===== src/rtl/sib_sync_filt_nch.sv =====
// Multi-channel level synchroniser with per-channel stability filter and
// registered rise/fall event pulses, all in the single clk domain.
module sib_sync_filt_nch #(
  parameter int                  NUM_CH      = 4,
  parameter int                  SYNC_STAGES = 2,
  parameter int                  FILT_CNT    = 3,
  parameter logic [NUM_CH-1:0]   RESET_VAL   = '0
) (
  input  logic              clk,
  input  logic              rst,
  input  logic [NUM_CH-1:0] async_in,
  output logic [NUM_CH-1:0] sync_out,
  output logic [NUM_CH-1:0] rise_pulse,
  output logic [NUM_CH-1:0] fall_pulse,
  output logic              any_change
);

  localparam int             CW      = (FILT_CNT < 2) ? 1 : $clog2(FILT_CNT + 1);
  localparam logic [CW-1:0]  CNT_MAX = CW'(FILT_CNT);
  localparam logic [CW-1:0]  CNT_ONE = CW'(1);

  // Only these flops see asynchronous data; keep them as dedicated sync cells.
  (* async_reg = "true" *) logic [NUM_CH-1:0] meta_q;
  logic [NUM_CH-1:0] stage_q [SYNC_STAGES-1];
  logic [NUM_CH-1:0] sv;

  logic [CW-1:0]     cnt_q [NUM_CH];
  logic [CW-1:0]     cnt_d [NUM_CH];
  logic [NUM_CH-1:0] out_d;
  logic [NUM_CH-1:0] rise_d;
  logic [NUM_CH-1:0] fall_d;

  // NOTE: state registers use non-blocking assignments so every flop samples
  // the pre-edge values of its sources, regardless of statement order.
  always_ff @(posedge clk or posedge rst) begin
    if (rst) meta_q <= RESET_VAL;
    else     meta_q <= async_in;
  end

  always_ff @(posedge clk or posedge rst) begin
    if (rst) begin
      for (int k = 0; k < SYNC_STAGES - 1; k++) stage_q[k] <= RESET_VAL;
    end else begin
      stage_q[0] <= meta_q;
      for (int k = 1; k < SYNC_STAGES - 1; k++) stage_q[k] <= stage_q[k-1];
    end
  end

  assign sv = stage_q[SYNC_STAGES-2];

  // NOTE: every variable gets its hold value before the loop, so no path
  // through this block leaves one unassigned and no latch is inferred.
  always_comb begin
    cnt_d  = cnt_q;
    out_d  = sync_out;
    rise_d = '0;
    fall_d = '0;
    for (int i = 0; i < NUM_CH; i++) begin
      if (sv[i] == sync_out[i]) begin
        cnt_d[i] = '0;
      end else if (cnt_q[i] == CNT_MAX) begin
        // Deviation has held FILT_CNT+1 cycles: accept it and flag the edge.
        out_d[i]  = sv[i];
        cnt_d[i]  = '0;
        rise_d[i] = sv[i];
        fall_d[i] = ~sv[i];
      end else begin
        cnt_d[i] = cnt_q[i] + CNT_ONE;
      end
    end
  end

  // NOTE: the counter array is small control state, not a RAM, so it is
  // cleared on reset like any other register to discard partial counts.
  always_ff @(posedge clk or posedge rst) begin
    if (rst) begin
      for (int i = 0; i < NUM_CH; i++) cnt_q[i] <= '0;
      sync_out   <= RESET_VAL;
      rise_pulse <= '0;
      fall_pulse <= '0;
      any_change <= 1'b0;
    end else begin
      cnt_q      <= cnt_d;
      sync_out   <= out_d;
      rise_pulse <= rise_d;
      fall_pulse <= fall_d;
      any_change <= |(rise_d | fall_d);
    end
  end

endmodule

===== config.mk =====
export PLATFORM = sky130hd
export DESIGN_NAME = sib_sync_filt_nch
export DESIGN_NICKNAME = d
export VERILOG_FILES = /design/src/rtl/sib_sync_filt_nch.sv
export SDC_FILE = /design/constraint.sdc
export NUM_CORES = 1
export LEC_CHECK = 0
export BUFFER_PORTS_ARGS = -buffer_cell sky130_fd_sc_hd__buf_2
export CAP_MARGIN = 20
export CORE_ASPECT_RATIO = 1.1
export CORE_MARGIN = 2
export CORE_UTILIZATION = 55
export DETAILED_ROUTE_END_ITERATION = 8
export HOLD_SLACK_MARGIN = 0.03
export PLACE_DENSITY = 0.78
export SLEW_MARGIN = 20
export SYNTH_ARGS = -nofsm -noshare
export SYNTH_HDL_FRONTEND = slang
export SYNTH_SLANG_ARGS = --single-unit

===== constraint.sdc =====
create_clock -name clk -period 3.98 [get_ports clk]
set_input_delay 0.199 -clock clk [delete_from_list [all_inputs] [get_ports clk]]
set_output_delay 0.199 -clock clk [all_outputs]
set_load 0.03 [all_outputs]

* After elaboration in Yosys (flattened, before gate mapping)
Index checks and enable logic that the tools add are counted.
** Storage, ports and cells
- Flip-flop bits (word level) :: 29
- Word-level logic and storage cells :: 63
** Cells by class
- $add $sub $neg :: 4
- Equality and inequality tests :: 8
- Muxes and demuxes :: 24
- Bitwise logic cells :: 9
- Reduce and logical (&&, ||, !) cells :: 5
** Operators by type and width (count)
- $mux 1 :: 16
- $mux 2 :: 8
- $add 2x1->2 const B :: 4
- $eq 2x2->1 const B :: 4
- $not 1->1 :: 8
- $reduce_and 2->1 :: 4
- $eq 1x1->1 :: 4
- $or 4x4->4 :: 1
- $reduce_or 4->1 :: 1

* Depth between registers and ports, before layout
Gate-level depths: netlist of the first run.
- Depth in word-level cells :: 5
- Mapped depth :: 4

* Worst setup path before layout of the first run
No wires, ideal clock.
- Path kind :: register to register
- Start point :: register cnt_q[4] (netlist bit)
- End point :: register any_change
- Setup time :: 138 ps
- Arrival time :: 1397 ps
- Data required time :: 3842 ps
- Setup slack :: 2445 ps
- Stages on the path, launching flop included :: 5
- Path buffers :: 0
- Path through :: dfrtp_1 ha_1 and3b_1 o21bai_1 or4_1
** On the way
- Cells in the longest elaborated chain, start to end :: 5
** Ends and longest elaborated chain
- start, declared :: line 27 : logic [CW-1:0] cnt_q [NUM_CH];
- start signal, assigned :: line 83 : cnt_q <= cnt_d;
- $eq 2x2->1 :: line 61 : end else if (cnt_q[i] == CNT_MAX) begin
- $mux 1 :: line 61
- $mux 1 :: line 59 : if (sv[i] == sync_out[i]) begin
- net fall_d[1] :: line 31 : logic [NUM_CH-1:0] fall_d;
- $or 4x4->4 :: line 87 : any_change <= |(rise_d | fall_d);
- $reduce_or 4->1 :: line 87
- end signal, assigned :: line 87
- end, declared :: line 15 : output logic any_change
The timed path passes the listed nets, and every way through them passes these cells.
A chain may end at the register's enable or synchronous reset.

* Worst setup path after layout of the first run
Same ends and word-level chain as after synthesis.

==> results of run 1 <==
-- metrics by stage --
stage	utilization (%)	power, W
6_report	71.46	0.0008433
5_1_grt	71.46	0.0009099
4_1_cts	70.90	0.0008528
3_5_place_dp	64.79	0.0006500
3_3_place_gp	64.79	0.0006444
2_1_floorplan	-	0.0005884
-- registers in the layout, indices dropped and copies added, names as in the netlist --
signal      flops
cnt_q           8
fall_pulse      4
meta_q          4
rise_pulse      4
stage_q         4
sync_out        4
any_change      1
-- cells by family (layout without fill, tap and decap cells) --
group,Yosys count,in the layout,synth area share (%)
xor gates and xnor gates,4,4,3.321
muxes,4,4,4.270
AOI/OAI and AO/OA,4,4,2.729
DFF,29,29,68.80
and+or+nand+nor,22,22,11.03
buffers and inverters,1,32,0.3555
adders and majority gates,8,8,9.490
-- power breakdown --
group          internal, W  switching [W]  total [W]
combinational    0.0000970       0.000127   0.000224
sequential        0.000362      0.0000609   0.000423
clock             0.000102      0.0000942   0.000196
total             0.000561       0.000282   0.000843
-- cells in the final DEF, fill, tap and decap left out --
cell type,instances
and3b_1,3
buf_2,18
clkbuf_4,5
clkbuf_8,2
clkinv_2,1
dfrtp_1,29
dlygate4sd3_1,5
ha_1,8
inv_2,1
mux2_2,4
nand2_1,5
nor2_1,5
nor2b_1,4
nor3_1,4
o21bai_1,3
o22ai_1,1
or4_1,1
xnor2_1,4
-- worst max path at each step --
stage / depth (start not counted) / from / slack [ps] / endpoint
2_1_floorplan: 4 / cnt_q[4]$_DFF_PP0_ / 2440 / any_change$_DFF_PP0_
6_report: 4 / cnt_q[4]$_DFF_PP0_ / 2390 / any_change$_DFF_PP0_
3_3_place_gp: 4 / cnt_q[4]$_DFF_PP0_ / 2430 / any_change$_DFF_PP0_
5_1_grt: 4 / cnt_q[4]$_DFF_PP0_ / 2330 / any_change$_DFF_PP0_
4_1_cts: 4 / cnt_q[4]$_DFF_PP0_ / 2380 / any_change$_DFF_PP0_
3_5_place_dp: 4 / cnt_q[4]$_DFF_PP0_ / 2400 / any_change$_DFF_PP0_
-- layer usage --
| layer | vias to the layer above | routed length (um) | global-route usage [%] | share of wire, % |
|---|---|---|---|---|
| met5 | - | 0 | 0 | 0 |
| li1 | 301 | - | - | - |
| met1 | 286 | 632 | 18.80 | 44 |
| met2 | 21 | 678 | 25.82 | 47 |
| met4 | 0 | 40 | 12.86 | 2.8 |
| met3 | 4 | 86 | 6.593 | 6.0 |
-- final cells by class --
class	instances	share of cell area, %
tap	18	1.749
clock inverter	1	0.3887
inverter	1	0.2915
clock buffer	7	5.053
sequential	29	56.37
timing repair buffer	23	10.88
multi-input combinational	42	25.27
-- cell usage after synthesis --
| cell type | number | area share, % |
|---|---|---|
| or4_1 | 1 | 0.71 |
| o22ai_1 | 1 | 0.59 |
| inv_1 | 1 | 0.36 |
| ha_1 | 8 | 9.5 |
| nor2b_1 | 4 | 2.4 |
| and3b_1 | 3 | 2.5 |
| o21bai_1 | 3 | 2.1 |
| dfrtp_1 | 29 | 69 |
| nor2_1 | 5 | 1.8 |
| nor3_1 | 4 | 1.9 |
| xnor2_1 | 4 | 3.3 |
| mux2_2 | 4 | 4.3 |
| nand2_1 | 5 | 1.8 |
-- what timing repair did --
item,in CTS,in global routing
hold endpoints to repair,4,29
hold buffers,4,1
endpoints found under the setup margin,0,0
==> results.cfg, run 1 <==
[critical_path]
cp_cell_sequence = ha_1 -> and3b_1 -> o21bai_1 -> or4_1
reg2reg_from = cnt_q[4]$_DFF_PP0_
cp_data_arrival_time_ps = 1780
start_kind = flip-flop
critPathKind = reg -> reg
crit_fanout = 3
path_buf_inv = 0
critical_path.slowest_cell = or4_1
ff2ff_setup_slack_ps = 2390
reg2reg_to = any_change$_DFF_PP0_
path_delay_family = simple AND/OR/NAND/NOR gates
worstPathRequired_ps = 4170
critical_path.max_stage_delay_ps = 510
crit_path_end_kind = flip-flop
rr_worst_depth = 4

[global_route]
grt_max_degree = 30
antenna_found_initial = 0
grt_overflow = 0
grt_first_pass_wirelength_um = 2670
grt_usage_pct = 17.14
grt_pass1_vias = 647

[layout]
drive_gt1_share_pct = 30.10
syn2layout_area_growth_pct = 22.06
final_area_um2 = 1287
nets = 116
fillers = 122
multiInputGateArea_um2 = 325.3
fin_cells = 121
antenna_cells = 0
final-seq-area_um2 = 725.7

[floorplan]
die_h_um = 49.93
ios = 19
start_util_pct = 58.54
core_um2 = 1802
fp.dieW_um = 45.76
dieArea_um2 = 2285
rows = 16

[power_and_ir_drop]
p_leak_nw = 0.6859
vdd.ir_drop.worst_mv = 0.4088
powerDensity_nw_per_um2 = 655.0

[timing]
fmax_mhz = 629.5
rsz0062_at_grt = false
slew_headroom_pct = 62.53
fin_ws_ps = 2392
min_period_ps = 1588
setup_viol = 0
final.setup.tns_ps = 0
hold_viol_final = 0
holdWs_ps = 360.3
worstMarginPinSlew_ps = 561.2
final_max_slew_viol_count = 0
fin_crit_sh_pct = 39.91
finClkSkew_ps = 6.701

[routing]
wirelength_um = 1437
vias = 612
drc = 0
ant_nets = 0
dr.pass1.iters = 2
drt-wirelength-per-cell_um = 11.88
vias_per_cell = 5.058
drt_iter0_drc = 1

[placed_design]
hpwl_um = 956.8
io_buffers = 18
preCtsSetupSlack_ps = 2398
placed_cells = 108
place_area_um2 = 1167
gp_congestion = 0.7690

[synth]
syn_area_per_cell_um2 = 14.65
synthesis.nets = 86
ys_ff_latch = 29
yosysWarnings = 0
synth_area_um2 = 1055
syn-instance-count = 72
yosysUniqueCellTypes = 13
ys_seq_area_share_pct = 68.80

[clocking]
cts_made_buffers = 5
cts_buffer_depth = 2
cts_sinks = 29
postCtsResizedCells = 0
cts_tree = done
post_cts_buffers = 0
clockRootBuffer = clkbuf_4
worst_skew_pair.late_latency_ps = 320
clk_pin_slew_ps = 90
htree_levels = 2

[job]
drv_cap = 0

[worst_hold_path]
hold-path-endpoint = stage_q[2]$_DFF_PP0_
hp-class = reg -> reg
hp-start = meta_q[2]$_DFF_PP0_
min_path_cells = 0

[status]
outcome = completed
Note: power is estimated with default switching activity, not from simulation.
==> inputs of run 2 (changes only) <==
--- a/config.mk
+++ b/config.mk
@@ -5,14 +5,15 @@
 export SDC_FILE = /design/constraint.sdc
 export NUM_CORES = 1
 export LEC_CHECK = 0
+export ABC_AREA = 1
 export BUFFER_PORTS_ARGS = -buffer_cell sky130_fd_sc_hd__buf_2
 export CAP_MARGIN = 20
 export CORE_ASPECT_RATIO = 1.1
 export CORE_MARGIN = 2
-export CORE_UTILIZATION = 55
+export CORE_UTILIZATION = 48
 export DETAILED_ROUTE_END_ITERATION = 8
 export HOLD_SLACK_MARGIN = 0.03
-export PLACE_DENSITY = 0.78
+export PLACE_DENSITY = 0.72
 export SLEW_MARGIN = 20
 export SYNTH_ARGS = -nofsm -noshare
 export SYNTH_HDL_FRONTEND = slang
==> constraint.sdc (replaced) <==
create_clock -name clk -period 1.4 [get_ports clk]
set_input_delay 0.07 -clock clk [delete_from_list [all_inputs] [get_ports clk]]
set_output_delay 0.07 -clock clk [all_outputs]
set_load 0.03 [all_outputs]
==> results.cfg, run 2 <==
[status]
outcome = completed

[job]
drv_cap = 0

[clocking]
htree_levels = 2
postCtsResizedCells = 0
worst_skew_pair.late_latency_ps = 310
clockRootBuffer = clkbuf_4
cts_sinks = 29
cts_tree = done
cts_made_buffers = 5
cts_buffer_depth = 2
clk_pin_slew_ps = 80

[synth]
yosysMostFrequentCell = dfrtp_1
async_reset_ff_share_pct = 100.0
synthesis.nets = 107
synth-edff-count = 0
ys_seq_area_share_pct = 66.21
syn_area_per_cell_um2 = 11.79
synth_area_um2 = 1096
yosysUniqueCellTypes = 9
syn-instance-count = 93
synth_common_cells = dfrtp_1 (29), inv_1 (21), nand2_1 (9)
yosysTopAreaCell = dfrtp_1
yosysWarnings = 0
yosys-top-cells-area = dfrtp_1 (66%), ha_1 (9.1%), inv_1 (7.2%), nand3_1 (3.7%), nor3_2 (3.7%)
synth.top_cell.area_share_pct = 66.21
ys.flop_type = dfrtp_1
ys_ff_latch = 29

[critical_path]
rr_worst_depth = 5
crit_path_end_kind = flip-flop
path_delay_family = flip-flops
path_buf_inv = 0
worstPathRequired_ps = 1610
ff2ff_setup_slack_ps = 260
cp_num_cells = 5
cp_cell_sequence = ha_1 -> nand3_1 -> nand2_1 -> nor2_1 -> nand2_1
critPathKind = reg -> reg
cp_data_arrival_time_ps = 1350
crit_fanout = 4
critical_path.max_stage_delay_ps = 420
start_kind = flip-flop
reg2reg_to = any_change$_DFF_PP0_
critical_path.slowest_cell = dfrtp_1
reg2reg_from = cnt_q[0]$_DFF_PP0_
critPathMostFrequentCell = nand2_1

[routing]
drc = 0
drt-wirelength-per-cell_um = 10.21
drt_iter0_drc = 10
vias = 681
ant_nets = 0
dr.pass1.iters = 4
vias_per_cell = 4.422
wirelength_um = 1572

[global_route]
grt_overflow = 0
antenna_found_initial = 0
grt_max_degree = 30
grt_first_pass_wirelength_um = 2691
grt_usage_pct = 14.55
grt_pass1_vias = 678

[layout]
largest_register = cnt_q
nets = 138
antenna_cells = 0
fillers = 217
largest_register_ffs = 8
mostFrequentLayoutCells = dfrtp_1 (29), inv_1 (21), buf_2 (18), nand2_1 (9)
drive_gt1_share_pct = 23.39
syn2layout_area_growth_pct = 21.92
final_area_um2 = 1336
final_common_cell = dfrtp_1

[power_and_ir_drop]
powerDensity_nw_per_um2 = 1732
vdd.ir_drop.worst_mv = 0.9419
p_leak_nw = 0.8086

[placed_design]
gp_congestion = 0.7013
hpwl_um = 1140
place_area_um2 = 1231
io_buffers = 18

[timing]
slew_headroom_pct = 76.81
min_period_ps = 1138
final.setup.tns_ps = 0
fmax_mhz = 878.7
finClkSkew_ps = 4.584
hold_viol_final = 0
holdWs_ps = 352.5
fin_crit_sh_pct = 81.29
rsz0062_at_grt = false
setup_viol = 0
worstMarginPinSlew_ps = 347.9
final_max_slew_viol_count = 0

[worst_hold_path]
hp-start = meta_q[2]$_DFF_PP0_
hold-path-endpoint = stage_q[2]$_DFF_PP0_
min_path_cells = 0
hp-class = reg -> reg

[floorplan]
fp.dieW_um = 49.56
core_um2 = 2207
rows = 18
start_util_pct = 49.66
ios = 19
dieArea_um2 = 2682
die_h_um = 54.12
-- run 2: cell types whose count changed in the layout (fill, tap and decap cells not counted), sizes merged, moves of 4 or more --
cell and change:
nor2b -4, nand3 +8, mux2 -4, inv +20, nand2 +4, o21ai +4
-- run 2: layout make-up --
class                   count  area (um^2)  share of cell area (%)
clock buffers               7        55.05                   4.120
inverters                  21        78.83                   5.899
multi-input cells          43        291.5                   21.82
flip-flops and latches     29        725.7                   54.31
well taps                  30        37.54                   2.809
repair buffers             24        147.6                   11.05
-- run 2: report_power, final --
group,switching (W),total [W],internal (W)
Clock,0.000250,0.000486,0.000237
Combinational,0.000414,0.000656,0.000243
Sequential,0.000152,0.00117,0.00102
Total,0.000815,0.00231,0.00150
-- run 2: cells by family after synthesis --
group | count (synthesis) | share of synthesized area, %
compound gates | 4 | 1.827
xor+xnor | 4 | 3.196
fa+ha+maj | 8 | 9.133
buf+inv | 21 | 7.192
flops | 29 | 66.21
simple gates | 27 | 12.44
-- run 2: worst max-delay path by stage --
stage | start | endpoint
after floorplan | cnt_q[0]$_DFF_PP0_ | any_change$_DFF_PP0_
after global placement | cnt_q[2]$_DFF_PP0_ | any_change$_DFF_PP0_
after detailed placement | cnt_q[0]$_DFF_PP0_ | any_change$_DFF_PP0_
after CTS | cnt_q[0]$_DFF_PP0_ | any_change$_DFF_PP0_
after global routing | cnt_q[0]$_DFF_PP0_ | any_change$_DFF_PP0_
final | cnt_q[0]$_DFF_PP0_ | any_change$_DFF_PP0_
-- run 2: metal layers --
| metal | routed length [um] | track usage, % |
|---|---|---|
| met5 | 0 | 0 |
| met4 | 22 | 9.722 |
| met3 | 102 | 5.833 |
| met2 | 811 | 26.44 |
| met1 | 636 | 13.69 |
-- run 2: repair_timing --
item,in CTS,in global routing
hold endpoints to repair,33,0
hold buffers,5,0
setup endpoints to repair,0,0
buffers inserted,0,0
-- run 2: stage by stage --
| stage | instances | setup slack [ps] | power (W) | util [%] |
|---|---|---|---|---|
| CTS | 154 | 252.2 | 0.002352 | 60.54 |
| detailed placement | 142 | 263.8 | 0.001850 | 55.78 |
| global placement | 142 | 311.2 | 0.001805 | 55.78 |
| floorplan | 93 | 365.6 | 0.001657 | - |
| global route | 154 | 118.3 | 0.002489 | 60.54 |
| finish | 154 | 262.0 | 0.002315 | 60.54 |
==> inputs of run 3 (changes only) <==
--- a/config.mk
+++ b/config.mk
@@ -5,15 +5,15 @@
 export SDC_FILE = /design/constraint.sdc
 export NUM_CORES = 1
 export LEC_CHECK = 0
-export ABC_AREA = 1
+export ABC_AREA = 0
 export BUFFER_PORTS_ARGS = -buffer_cell sky130_fd_sc_hd__buf_2
 export CAP_MARGIN = 20
 export CORE_ASPECT_RATIO = 1.1
 export CORE_MARGIN = 2
-export CORE_UTILIZATION = 48
+export CORE_UTILIZATION = 52
 export DETAILED_ROUTE_END_ITERATION = 8
 export HOLD_SLACK_MARGIN = 0.03
-export PLACE_DENSITY = 0.72
+export PLACE_DENSITY = 0.74
 export SLEW_MARGIN = 20
 export SYNTH_ARGS = -nofsm -noshare
 export SYNTH_HDL_FRONTEND = slang
==> constraint.sdc (replaced) <==
create_clock -name clk -period 1.05 [get_ports clk]
set_input_delay 0.0525 -clock clk [delete_from_list [all_inputs] [get_ports clk]]
set_output_delay 0.0525 -clock clk [all_outputs]
set_load 0.03 [all_outputs]
==> results.cfg, run 3 (synthesized netlist as in run 1, its figures left out) <==
[timing]
fmax_mhz = 626.2
setup_viol = 13
finClkSkew_ps = 11.31
rsz0062_at_grt = true
fin_ws_ps = -546.8
worstMarginPinSlew_ps = 347.3
hold_viol_final = 0
fin_crit_sh_pct = 152.1
min_period_ps = 1597
slew_headroom_pct = 76.85
final_max_slew_viol_count = 0

[placed_design]
gp_congestion = 0.7813
io_buffers = 18
hpwl_um = 1310
preCtsSetupSlack_ps = -485.3

[floorplan]
fp.dieW_um = 46.94
die_h_um = 51.24
ios = 19
start_util_pct = 53.90
rows = 17
core_um2 = 1957
dieArea_um2 = 2405

[critical_path]
reg2reg_to = any_change$_DFF_PP0_
cp_data_arrival_time_ps = 1800
crit_path_end_kind = flip-flop
path_delay_family = simple AND/OR/NAND/NOR gates
critPathKind = reg -> reg
path_buf_inv = 0
critical_path.slowest_cell = or4_1
start_kind = flip-flop
critical_path.max_stage_delay_ps = 510
crit_fanout = 2
worstPathRequired_ps = 1260
rr_worst_depth = 4
cp_cell_sequence = ha_2 -> and3b_1 -> o21bai_1 -> or4_1
ff2ff_setup_slack_ps = -550
reg2reg_from = cnt_q[6]$_DFF_PP0_

[clocking]
cts_made_buffers = 5
cts_sinks = 29
cts_buffer_depth = 2
clk_pin_slew_ps = 100
worst_skew_pair.late_latency_ps = 330
clockRootBuffer = clkbuf_4
cts_tree = done
htree_levels = 2

[routing]
wirelength_um = 2436
drc = 0
vias_per_cell = 4.778
drt-wirelength-per-cell_um = 15.04
dr.pass1.iters = 3
drt_iter0_drc = 13
ant_nets = 0
vias = 774

[global_route]
grt_pass1_vias = 744
grt_overflow = 0
grt_usage_pct = 23.29
antenna_found_initial = 0
grt_first_pass_wirelength_um = 3505
grt_max_degree = 30

[layout]
drive_gt1_share_pct = 55.22
multiInputGateArea_um2 = 412.9
nets = 147
fillers = 105
largest_register = cnt_q
largest_register_ffs = 8
final_common_cell = dfrtp_1
antenna_cells = 0
final-seq-area_um2 = 729.5
mostFrequentLayoutCells = dfrtp_1 (26), buf_4 (20), buf_6 (15), buf_2 (14)
syn2layout_area_growth_pct = 60.26

[power_and_ir_drop]
power_w = 0.004438
p_leak_nw = 0.8809
vdd.ir_drop.worst_mv = 2.049
powerDensity_nw_per_um2 = 2625

[job]
drv_cap = 0

[status]
outcome = complete, but fails checks
violations = negative setup slack

[worst_hold_path]
hp-class = in -> async
==> run 3: cell count changes in the layout (fill, tap and decap cells not counted), moves of 4 or more <==
cell	before	now
nand3_1	8	0
nand2_1	9	5
ha_1	8	4
nor2b_1	0	4
buf_6	0	15
ha_2	0	4
buf_2	18	14
buf_4	1	20
inv_1	21	1
o21ai_0	4	0
==> run 3: routing by layer <==
| metal | wire (um) | vias to the layer above | global-route usage, % |
|---|---|---|---|
| met3 | 126 | 12 | 11.66 |
| met5 | 0 | - | 0 |
| met4 | 130 | 0 | 11.11 |
| met1 | 866 | 372 | 26.73 |
| met2 | 1313 | 30 | 35.39 |
| li1 | - | 360 | - |
==> run 3: stage by stage <==
step | hold WS, ps | utilization [%] | TNS [ps] | cell area, um^2 | cells
after global routing | 326.4 | 86.38 | -2150 | 1690 | 162
after CTS | 315.5 | 82.16 | -985.1 | 1608 | 159
after floorplan | 83.93 | - | -437.3 | 1066 | 72
after global placement | 126.2 | 68.16 | -482.9 | 1334 | 137
after detailed placement | 131.3 | 68.16 | -653.1 | 1334 | 137
final | 311.6 | 86.38 | -1691 | 1690 | 162
==> run 3: worst reg2reg max path: stages (launching register included) <==
cell and delay [ps]:
dfrtp_1 430, ha_2 200, and3b_1 180, o21bai_1 150
or4_1 510
==> run 3: area by class of cell <==
cell class | instances | area share (%)
sequential | 29 | 43.15
tap | 28 | 2.073
inverter | 1 | 0.2221
clock inverter | 1 | 0.2961
timing repair buffer | 54 | 25.98
multi-input combinational | 42 | 24.43
clock buffer | 7 | 3.849
==> run 3: repair_timing <==
action,in CTS,in global routing
endpoints found under the setup margin,9,17
hold buffers,5,0
setup buffers,11,3
gates resized for setup,23,9
cloned,0,0
endpoints found under the hold margin,33,0
pin swaps,3,5
==> run 3: worst max path at each step <==
stage	to	cells past startpoint	start
final	any_change$_DFF_PP0_	4	cnt_q[6]$_DFF_PP0_
after global routing	any_change$_DFF_PP0_	4	cnt_q[3]$_DFF_PP0_
after CTS	any_change$_DFF_PP0_	4	cnt_q[6]$_DFF_PP0_
after detailed placement	any_change$_DFF_PP0_	4	cnt_q[7]$_DFF_PP0_
after global placement	any_change$_DFF_PP0_	4	cnt_q[7]$_DFF_PP0_
after floorplan	any_change$_DFF_PP0_	4	cnt_q[6]$_DFF_PP0_
==> run 3: power by group <==
group          leakage (nW)  internal [W]  switching (W)
logic                 0.474       0.00118       0.000926
clock network        0.0413      0.000387       0.000386
registers             0.366       0.00138       0.000177
